$ cat src/rtl/vc_pkg.sv
// Shared types and constants for the traffic-class / virtual-channel demux path.
package vc_pkg;

   typedef enum logic [1:0] {
      ST_IDLE,
      ST_RUN,
      ST_STALL
   } state_e;

   localparam int unsigned VC_BIT_DEFAULT = 4;

   localparam logic VC0 = 1'b0;
   localparam logic VC1 = 1'b1;

endpackage

$ cat src/rtl/vc_counter.sv
// Per-VC wrapping word counter with synchronous clear.
module vc_counter #(
   parameter int unsigned CNT_W = 5
) (
   input  logic             clk,
   input  logic             reset,
   input  logic             inc,
   output logic [CNT_W-1:0] count
);

   logic [CNT_W-1:0] count_q;
   logic [CNT_W-1:0] count_d;

   always_comb begin
      count_d = count_q;
      if (inc) count_d = count_q + 1'b1;
   end

   always_ff @(posedge clk) begin
      if (reset) count_q <= '0;
      else       count_q <= count_d;
   end

   assign count = count_q;

endmodule

$ cat src/rtl/vc_demux.sv
// Pops words from Main and steers each to VC0/VC1 by a class bit, holding one word under almost-full.
module vc_demux
   import vc_pkg::*;
#(
   parameter int unsigned BW     = 6,
   parameter int unsigned VC_BIT = VC_BIT_DEFAULT,
   parameter int unsigned CNT_W  = 5
) (
   input  logic             clk,
   input  logic             reset,
   input  logic             active,
   input  logic             main_empty,
   input  logic [BW-1:0]    main_data,
   output logic             main_rd,
   input  logic             vc0_almost_full,
   input  logic             vc1_almost_full,
   output logic             vc0_wr,
   output logic             vc1_wr,
   output logic [BW-1:0]    vc_data,
   output logic [CNT_W-1:0] cnt_vc0,
   output logic [CNT_W-1:0] cnt_vc1,
   output logic             idle
);

   state_e        state_q, state_d;
   logic          rd_pending_q, rd_pending_d;
   logic          hold_valid_q, hold_valid_d;
   logic [BW-1:0] hold_data_q, hold_data_d;
   logic          vc0_wr_q, vc0_wr_d;
   logic          vc1_wr_q, vc1_wr_d;
   logic [BW-1:0] vc_data_q, vc_data_d;
   logic          idle_q, idle_d;

   logic arr_af;
   logic hold_af;
   logic main_rd_c;

   assign arr_af  = (main_data[VC_BIT] == VC1)   ? vc1_almost_full : vc0_almost_full;
   assign hold_af = (hold_data_q[VC_BIT] == VC1) ? vc1_almost_full : vc0_almost_full;

   // A pending arrival bound for a full VC blocks the pop in the same cycle, so STALL starts with nothing in flight.
   assign main_rd_c = !reset && active && !main_empty && (state_q != ST_STALL)
                      && !(rd_pending_q && arr_af);

   always_comb begin
      state_d      = state_q;
      rd_pending_d = main_rd_c;
      hold_valid_d = hold_valid_q;
      hold_data_d  = hold_data_q;
      vc0_wr_d     = 1'b0;
      vc1_wr_d     = 1'b0;
      vc_data_d    = vc_data_q;
      idle_d       = (state_q == ST_IDLE) && !rd_pending_q && !hold_valid_q;

      unique case (state_q)
         ST_IDLE: begin
            if (active && !main_empty) state_d = ST_RUN;
         end
         ST_RUN: begin
            if (rd_pending_q) begin
               if (arr_af) begin
                  hold_valid_d = 1'b1;
                  hold_data_d  = main_data;
                  state_d      = ST_STALL;
               end else begin
                  vc0_wr_d  = (main_data[VC_BIT] == VC0);
                  vc1_wr_d  = (main_data[VC_BIT] == VC1);
                  vc_data_d = main_data;
               end
            end else if (!main_rd_c && !hold_valid_q) begin
               state_d = ST_IDLE;
            end
         end
         ST_STALL: begin
            if (!hold_af) begin
               vc0_wr_d     = (hold_data_q[VC_BIT] == VC0);
               vc1_wr_d     = (hold_data_q[VC_BIT] == VC1);
               vc_data_d    = hold_data_q;
               hold_valid_d = 1'b0;
               state_d      = ST_RUN;
            end
         end
         default: state_d = ST_IDLE;
      endcase
   end

   always_ff @(posedge clk) begin
      if (reset) begin
         state_q      <= ST_IDLE;
         rd_pending_q <= 1'b0;
         hold_valid_q <= 1'b0;
         hold_data_q  <= '0;
         vc0_wr_q     <= 1'b0;
         vc1_wr_q     <= 1'b0;
         vc_data_q    <= '0;
         idle_q       <= 1'b1;
      end else begin
         state_q      <= state_d;
         rd_pending_q <= rd_pending_d;
         hold_valid_q <= hold_valid_d;
         hold_data_q  <= hold_data_d;
         vc0_wr_q     <= vc0_wr_d;
         vc1_wr_q     <= vc1_wr_d;
         vc_data_q    <= vc_data_d;
         idle_q       <= idle_d;
      end
   end

   vc_counter #(.CNT_W(CNT_W)) u_cnt_vc0 (
      .clk   (clk),
      .reset (reset),
      .inc   (vc0_wr_d),
      .count (cnt_vc0)
   );

   vc_counter #(.CNT_W(CNT_W)) u_cnt_vc1 (
      .clk   (clk),
      .reset (reset),
      .inc   (vc1_wr_d),
      .count (cnt_vc1)
   );

   assign main_rd = main_rd_c;
   assign vc0_wr  = vc0_wr_q;
   assign vc1_wr  = vc1_wr_q;
   assign vc_data = vc_data_q;
   assign idle    = idle_q;

endmodule

$ cat config.mk
export PLATFORM = sky130hd
export DESIGN_NAME = vc_demux
export DESIGN_NICKNAME = d
export VERILOG_FILES = /design/src/rtl/vc_pkg.sv /design/src/rtl/vc_counter.sv /design/src/rtl/vc_demux.sv
export SDC_FILE = /design/constraint.sdc
export NUM_CORES = 1
export LEC_CHECK = 0
export CAP_MARGIN = 5
export CORE_MARGIN = 5
export CORE_UTILIZATION = 50
export CTS_CLUSTER_SIZE = 8
export DETAILED_ROUTE_END_ITERATION = 7
export GPL_ROUTABILITY_DRIVEN = 1
export PLACE_DENSITY = 0.8
export SYNTH_ARGS = -nofsm -noshare
export SYNTH_HDL_FRONTEND = slang
export SYNTH_SLANG_ARGS = --single-unit
$ cat constraint.sdc
create_clock -name clk -period 2.6 [get_ports clk]
set_input_delay 0.26 -clock clk [delete_from_list [all_inputs] [get_ports clk]]
set_output_delay 0.26 -clock clk [all_outputs]
set_load 0.03 [all_outputs]
==> flow_summary.json <==
{
  "status": "completed",
  "startpoint": "state_q[0]$_SDFFE_PP0P_",
  "combinationalPowerShare": 0.163,
  "slew_viol_final": 0,
  "synthFlopType": "dfxtp_1",
  "ant_nets": 0,
  "post-route-cell-area_mm2": 0.00174,
  "max_slew_margin": 0.600,
  "wl_met2_mm": 1.56,
  "sw_frac_of_total": 0.277,
  "placed_area_mm2": 0.00169,
  "critPathLaunchType": "register",
  "r2r_slack_ns": 0.54,
  "register_area_um2": 581,
  "r2r_end": "vc_data[0]$_SDFFE_PP0P_",
  "hold_slack_ns": 0.500,
  "synth_most_common_cell": "dfxtp_1",
  "cts_setup_buffers": 0,
  "synthArstFlopShare": 0,
  "worstSetupPathType": "register to output pin",
  "synth_seq_cells": 29,
  "antenna_found_initial": 0,
  "core-area_mm2": 0.00271,
  "grt_max_degree": 31,
  "instances_no_fill": 206,
  "r2r-start": "state_q[0]$_SDFFE_PP0P_",
  "syn_area_per_cell_um2": 9.87,
  "synth_area_leaders": "dfxtp_1 (41%), mux2i_1 (11%), ha_1 (5.4%), xnor2_1 (5.0%), nor2_1 (4.8%)",
  "yosysTopAreaCell": "dfxtp_1",
  "cp.arrival_ns": 2.17,
  "cts_sinks": 29,
  "critPathMaxFanout": 13,
  "setup_tns_ns": 0,
  "vdd_drop_max_mv": 0.394,
  "hold_violations": 0,
  "worstMarginPinSlew_ns": 0.600,
  "leakagePower_nw": 0.577,
  "clock_latency_ns": 0.32,
  "min_period_ns": 2.43,
  "clk_path_buf_depth": 2,
  "fin_crit_sh": 0.933,
  "ys_warn_count": 0,
  "rsz0062_at_grt": "false",
  "fp.dieArea_mm2": 0.00396,
  "reg2reg_depth": 6,
  "routedLengthMet1_mm": 1.32,
  "dr.first_iter.drc_count": 56,
  "drc_errors": 0,
  "synth_top_area_share": 0.414,
  "setup_ws_ns": 0.175,
  "antenna_cells": 0,
  "grt_pass1_vias": 1136,
  "crit_path_end_kind": "output pin",
  "synth_edf_count": 0,
  "synth_fp_nets": 160,
  "dr.pass1.iters": 4,
  "via_per_inst": 5.54,
  "holdPathEnd": "hold_data_q[5]$_SDFFE_PP0P_",
  "cts.htree.levels": 2,
  "synth_cells": 142,
  "cts_hold_buf": 0,
  "grt_usage": 0.160,
  "vias": 1141,
  "p_sw_mw": 0.238,
  "dp_hpwl_mm": 2.20,
  "pre_cts_ws_ns": 0.537,
  "num_io_pins": 32,
  "die_x_um": 62.9,
  "ys_types": 30,
  "fillerInstances": 235,
  "path_clk_slew_ns": 0.09,
  "gp_congestion": 0.883,
  "totalWireLength_mm": 3.05,
  "ctsResizeCount": 0,
  "start_util": 0.517,
  "ys_top_cells_by_count": "dfxtp_1 (29), nor2_1 (18), mux2i_1 (15)",
  "top_layer": "met4",
  "multi_input_area_um2": 739,
  "setup_violations": 0,
  "pwr-share-clk": 0.294,
  "drive_above_1_share": 0.0800,
  "cts_tree": "built",
  "whs_path_depth": 2,
  "finClkSkew_ns": 0.00334,
  "portBuffers": 31,
  "cp.required_ns": 2.34,
  "power.internal_mw": 0.621,
  "seq_area_frac_synth": 0.414,
  "cts-root-buf": "clkbuf_4",
  "powerDensity_mw_per_mm2": 493,
  "nets": 192,
  "total_power_mw": 0.859,
  "dpl.cell_count": 198,
  "hp-class": "register to register",
  "num_rows": 19,
  "maxCapViolations": 0,
  "achievable-frequency_mhz": 412,
  "die_h_um": 62.9,
  "seqPwrFrac": 0.542,
  "hold_start": "hold_data_q[5]$_SDFFE_PP0P_",
  "area_growth_pct": 24.2,
  "grt_pass1_wl_mm": 5.10,
  "numCtsBuffers": 5,
  "synth_area_mm2": 0.00140,
  "grt_overflow": 0,
  "utilization": 0.642,
  "wl_met3_um": 130,
  "wl_per_cell_um": 14.8
}
-- worst max-delay path by stage --
stage / endpoint / slack, ns
floorplan: main_rd / 0.64
global placement: main_rd / 0.61
detailed placement: main_rd / 0.54
CTS: main_rd / 0.18
global route: main_rd / 0.08
finish: main_rd / 0.17
-- area by class of cell --
class,count,share of cell area
multi-input combinational,102,0.425
sequential,29,0.334
timing repair buffer,32,0.181
clock buffer,6,0.0237
tap,31,0.0223
inverter,4,0.00863
clock inverter,2,0.00575
-- worst max-delay path, cell delays in order, from the launching register on --
cell and delay, ns:
dfxtp_1 0.39, inv_1 0.08, ha_1 0.41, or4b_4 0.63, a21oi_1 0.15, buf_4 0.18
-- registers in the layout, summed over array words and instances (netlist names) --
register and count:
vc_data 6, u_cnt_vc0.count 5, hold_valid_q 1, vc0_wr 1, idle 1, rd_pending_q 1
vc1_wr 1, u_cnt_vc1.count 5, state_q 2, hold_data_q 6
-- cells by family after synthesis --
| kind of cell | synth area share |
|---|---|
| AND/OR/NAND/NOR | 0.154 |
| AO/OA/AOI/OAI | 0.153 |
| flip-flops | 0.414 |
| multiplexers | 0.118 |
| buffers and inverters | 0.0580 |
| XOR/XNOR | 0.0500 |
| adder cells (fa/ha/maj) | 0.0536 |
-- layout by cell type, fill, tap and decap left out, types with 2 or more instances in the layout --
master,Yosys,routed
nand2_1,8,8
nor4_1,2,2
nand3b_1,2,2
clkinv_2,0,2
mux2i_1,15,15
a311oi_1,7,7
xnor2_1,8,8
inv_1,4,4
buf_4,0,2
nand2b_1,7,7
nor2_1,18,18
dfxtp_1,29,29
ha_1,6,6
o21ai_0,2,2
clkbuf_4,0,5
clkdlybuf4s50_1,0,30
a21oi_1,12,12
a211oi_1,2,2
-- power by group through the flow --
stage | Clock (mW) | Combinational [mW] | Sequential (mW)
2_1_floorplan | 0 | 0.0813 | 0.486
3_3_place_gp | 0 | 0.135 | 0.475
3_5_place_dp | 0 | 0.139 | 0.476
4_1_cts | 0.263 | 0.140 | 0.466
5_1_grt | 0.288 | 0.153 | 0.467
6_report | 0.253 | 0.140 | 0.466
-- layer usage --
metal | up-vias | global-route usage
met5 | - | 0
met4 | 0 | 0.0902
met3 | 5 | 0.0468
met2 | 22 | 0.269
met1 | 546 | 0.178
li1 | 568 | -
(Power assumes the default switching activity.)
==> RTL edit, RTL diff (same flow settings) <==
Reset style: asynchronous (`reset`), changed in 2 clocked blocks.
--- a/src/rtl/vc_counter.sv
+++ b/src/rtl/vc_counter.sv
@@ -16,7 +16,7 @@
       if (inc) count_d = count_q + 1'b1;
    end
 
-   always_ff @(posedge clk) begin
+   always_ff @(posedge clk or posedge reset) begin
       if (reset) count_q <= '0;
       else       count_q <= count_d;
    end
--- a/src/rtl/vc_demux.sv
+++ b/src/rtl/vc_demux.sv
@@ -84,7 +84,7 @@
       endcase
    end
 
-   always_ff @(posedge clk) begin
+   always_ff @(posedge clk or posedge reset) begin
       if (reset) begin
          state_q      <= ST_IDLE;
          rd_pending_q <= 1'b0;
Formal check against the unedited RTL: differs if reset is asserted again (counterexample within 4 cycles, from zero or initial values and one cycle with reset high); with reset held inactive, the same outputs for 10 cycles.
==> RTL edit against the unedited design <==
- maximum frequency grew 2.1%
- setup slack improved by 51 ps
- sequential share of layout area rose by 7.3 points
- wire length fell by 20%
- synthesized area fell by 2.2%
- largest cell class is now flip-flops and latches
- final area increased by 2.7%
- sequential cell count unchanged
- non-clock buffer count increased by 1
- die area down 1.9%
Power is not compared: it rests on default switching activity, and its combinational part moved more than twofold at a synthesized area within 25%.
==> RTL edit: results (changes against the unedited design) <==
STATUS='finished, final reports clean'  # unchanged
ROUTE.FINAL.WIRE_LENGTH_MM=2.423  # was 3.045 mm
SYNTH_FP_NETS=120  # was 160
CRITPATHSLOWESTCELL='sky130_fd_sc_hd__nor4b_1'  # was sky130_fd_sc_hd__or4b_4
FIRST_GLOBAL_VIAS=961  # was 1136
GRT_FIRST_PASS_WIRELENGTH_MM=4.181  # was 5.099 mm
SLOWEST_DELAY_PS=440  # was 630 ps
NUMBER_OF_DISTINCT_LIBRARY_CELL_VARIANTS_IN_THE_GATE_LEVEL_NETLIST_AFTER_SYNTHESIS=29  # was 30
CELL_COUNT_AFTER_PLACEMENT=165  # was 198
PATH_MAX_FANOUT=3  # was 13
NNETSFINAL=159  # was 192
YOSYS_MOST_USED_DFF='sky130_fd_sc_hd__dfrtp_1'  # was sky130_fd_sc_hd__dfxtp_1
LARGEST_NET_DEGREE_AT_THE_START_OF_GLOBAL_ROUTING=30  # was 31
POST_SYNTH_MOST_FREQUENT_CELLS='sky130_fd_sc_hd__dfrtp_1, sky130_fd_sc_hd__mux2_2, sky130_fd_sc_hd__ha_1, sky130_fd_sc_hd__nand2_1, sky130_fd_sc_hd__xnor2_1'  # was sky130_fd_sc_hd__dfxtp_1, sky130_fd_sc_hd__nor2_1, sky130_fd_sc_hd__mux2i_1
GRT_UTIL_ALL_LAYERS_PCT=13.73  # was 16.02%
DRIVE_ABOVE_1_SHARE_PCT=26.24  # was 8.000%
REG2REG_SETUP_SLACK_PS=730  # was 540 ps
TIMING.HOLD.WORST.CLASS='primary input to asynchronous set/reset pin'  # was register to register
TIMING.CLOCK.SKEW_PS=15.98  # was 3.335 ps
AVGROUTEDWIREPERCELL_UM=14.09  # was 14.78 µm
VIAS_PER_CELL=5.337  # was 5.539
ASYNCSETRESETFLOPFRACSYNTH_PCT=100.0  # was 0%
YS_SEQ_AREA_SHARE_PCT=53.06  # was 41.43%
AVG_CELL_AREA_SYN_UM2=13.43  # was 9.869 µm²
TIMING.RR.START='state_q[0]'  # unchanged
WORST_EP_ARRIVAL_TIME_PS=2110  # was 2170 ps
FIRST_ITER_VIOLATIONS=23  # was 56
DETAILEDPLACEMENTHPWL_MM=1.812  # was 2.201 mm
-- RTL edit: area by class of cell --
type | instances | area [µm²]
clock buffers | 6 | 51.30
clock inverters | 1 | 7.507
fillers | 211 | 899.6
inverters | 3 | 11.26
multi-input cells | 69 | 626.9
flip-flops and latches | 29 | 726.9
well taps | 31 | 38.79
repair buffers | 33 | 324.1
-- RTL edit: repair_timing --
item / 4_1_cts / 5_1_grt
hold buffers: 0 / 0
setup endpoints to repair: 1 / 0
resized for setup: 1 / 0
-- RTL edit: per-layer routing --
metal  up-vias  GRT usage [%]  routed length, µm
li1        440              -                  -
met2        26          21.76               1211
met5         -              0                  0
met3        12          5.766                129
met1       440          14.75                989
met4         0          9.284                 93
-- RTL edit: worst max path at each step --
stage	startpoint	endpoint	depth (start not counted)
finish	state_q[0]	main_rd	5
floorplan	state_q[0]	main_rd	4
CTS	state_q[0]	main_rd	5
detailed placement	main_data[4]	main_rd	5
global placement	main_data[4]	main_rd	5
global route	state_q[0]	main_rd	5
-- RTL edit: logic make-up (layout without fill, tap and decap cells) --
logic type,count (synthesis),count (layout),synth area share [%]
fa+ha+maj,6,6,5.479
flops,29,29,53.06
mux,23,23,18.72
compound gates,9,9,5.846
xor+xnor,8,8,5.114
buf+inv,4,43,1.187
simple gates,23,23,10.59
-- RTL edit: critical path, delay by kind of cell, from the launching register on --
family / cells / cell delay (ps)
fa+ha+maj: 1 / 210
buf+inv: 2 / 510
flops: 1 / 390
simple gates: 2 / 680
-- RTL edit: through the flow --
stage	setup WS (ps)	area (µm²)
CTS	214.9	1787
floorplan	799.5	1370
global placement	251.3	1729
detailed placement	182.2	1729
finish	225.8	1787
global route	84.59	1787
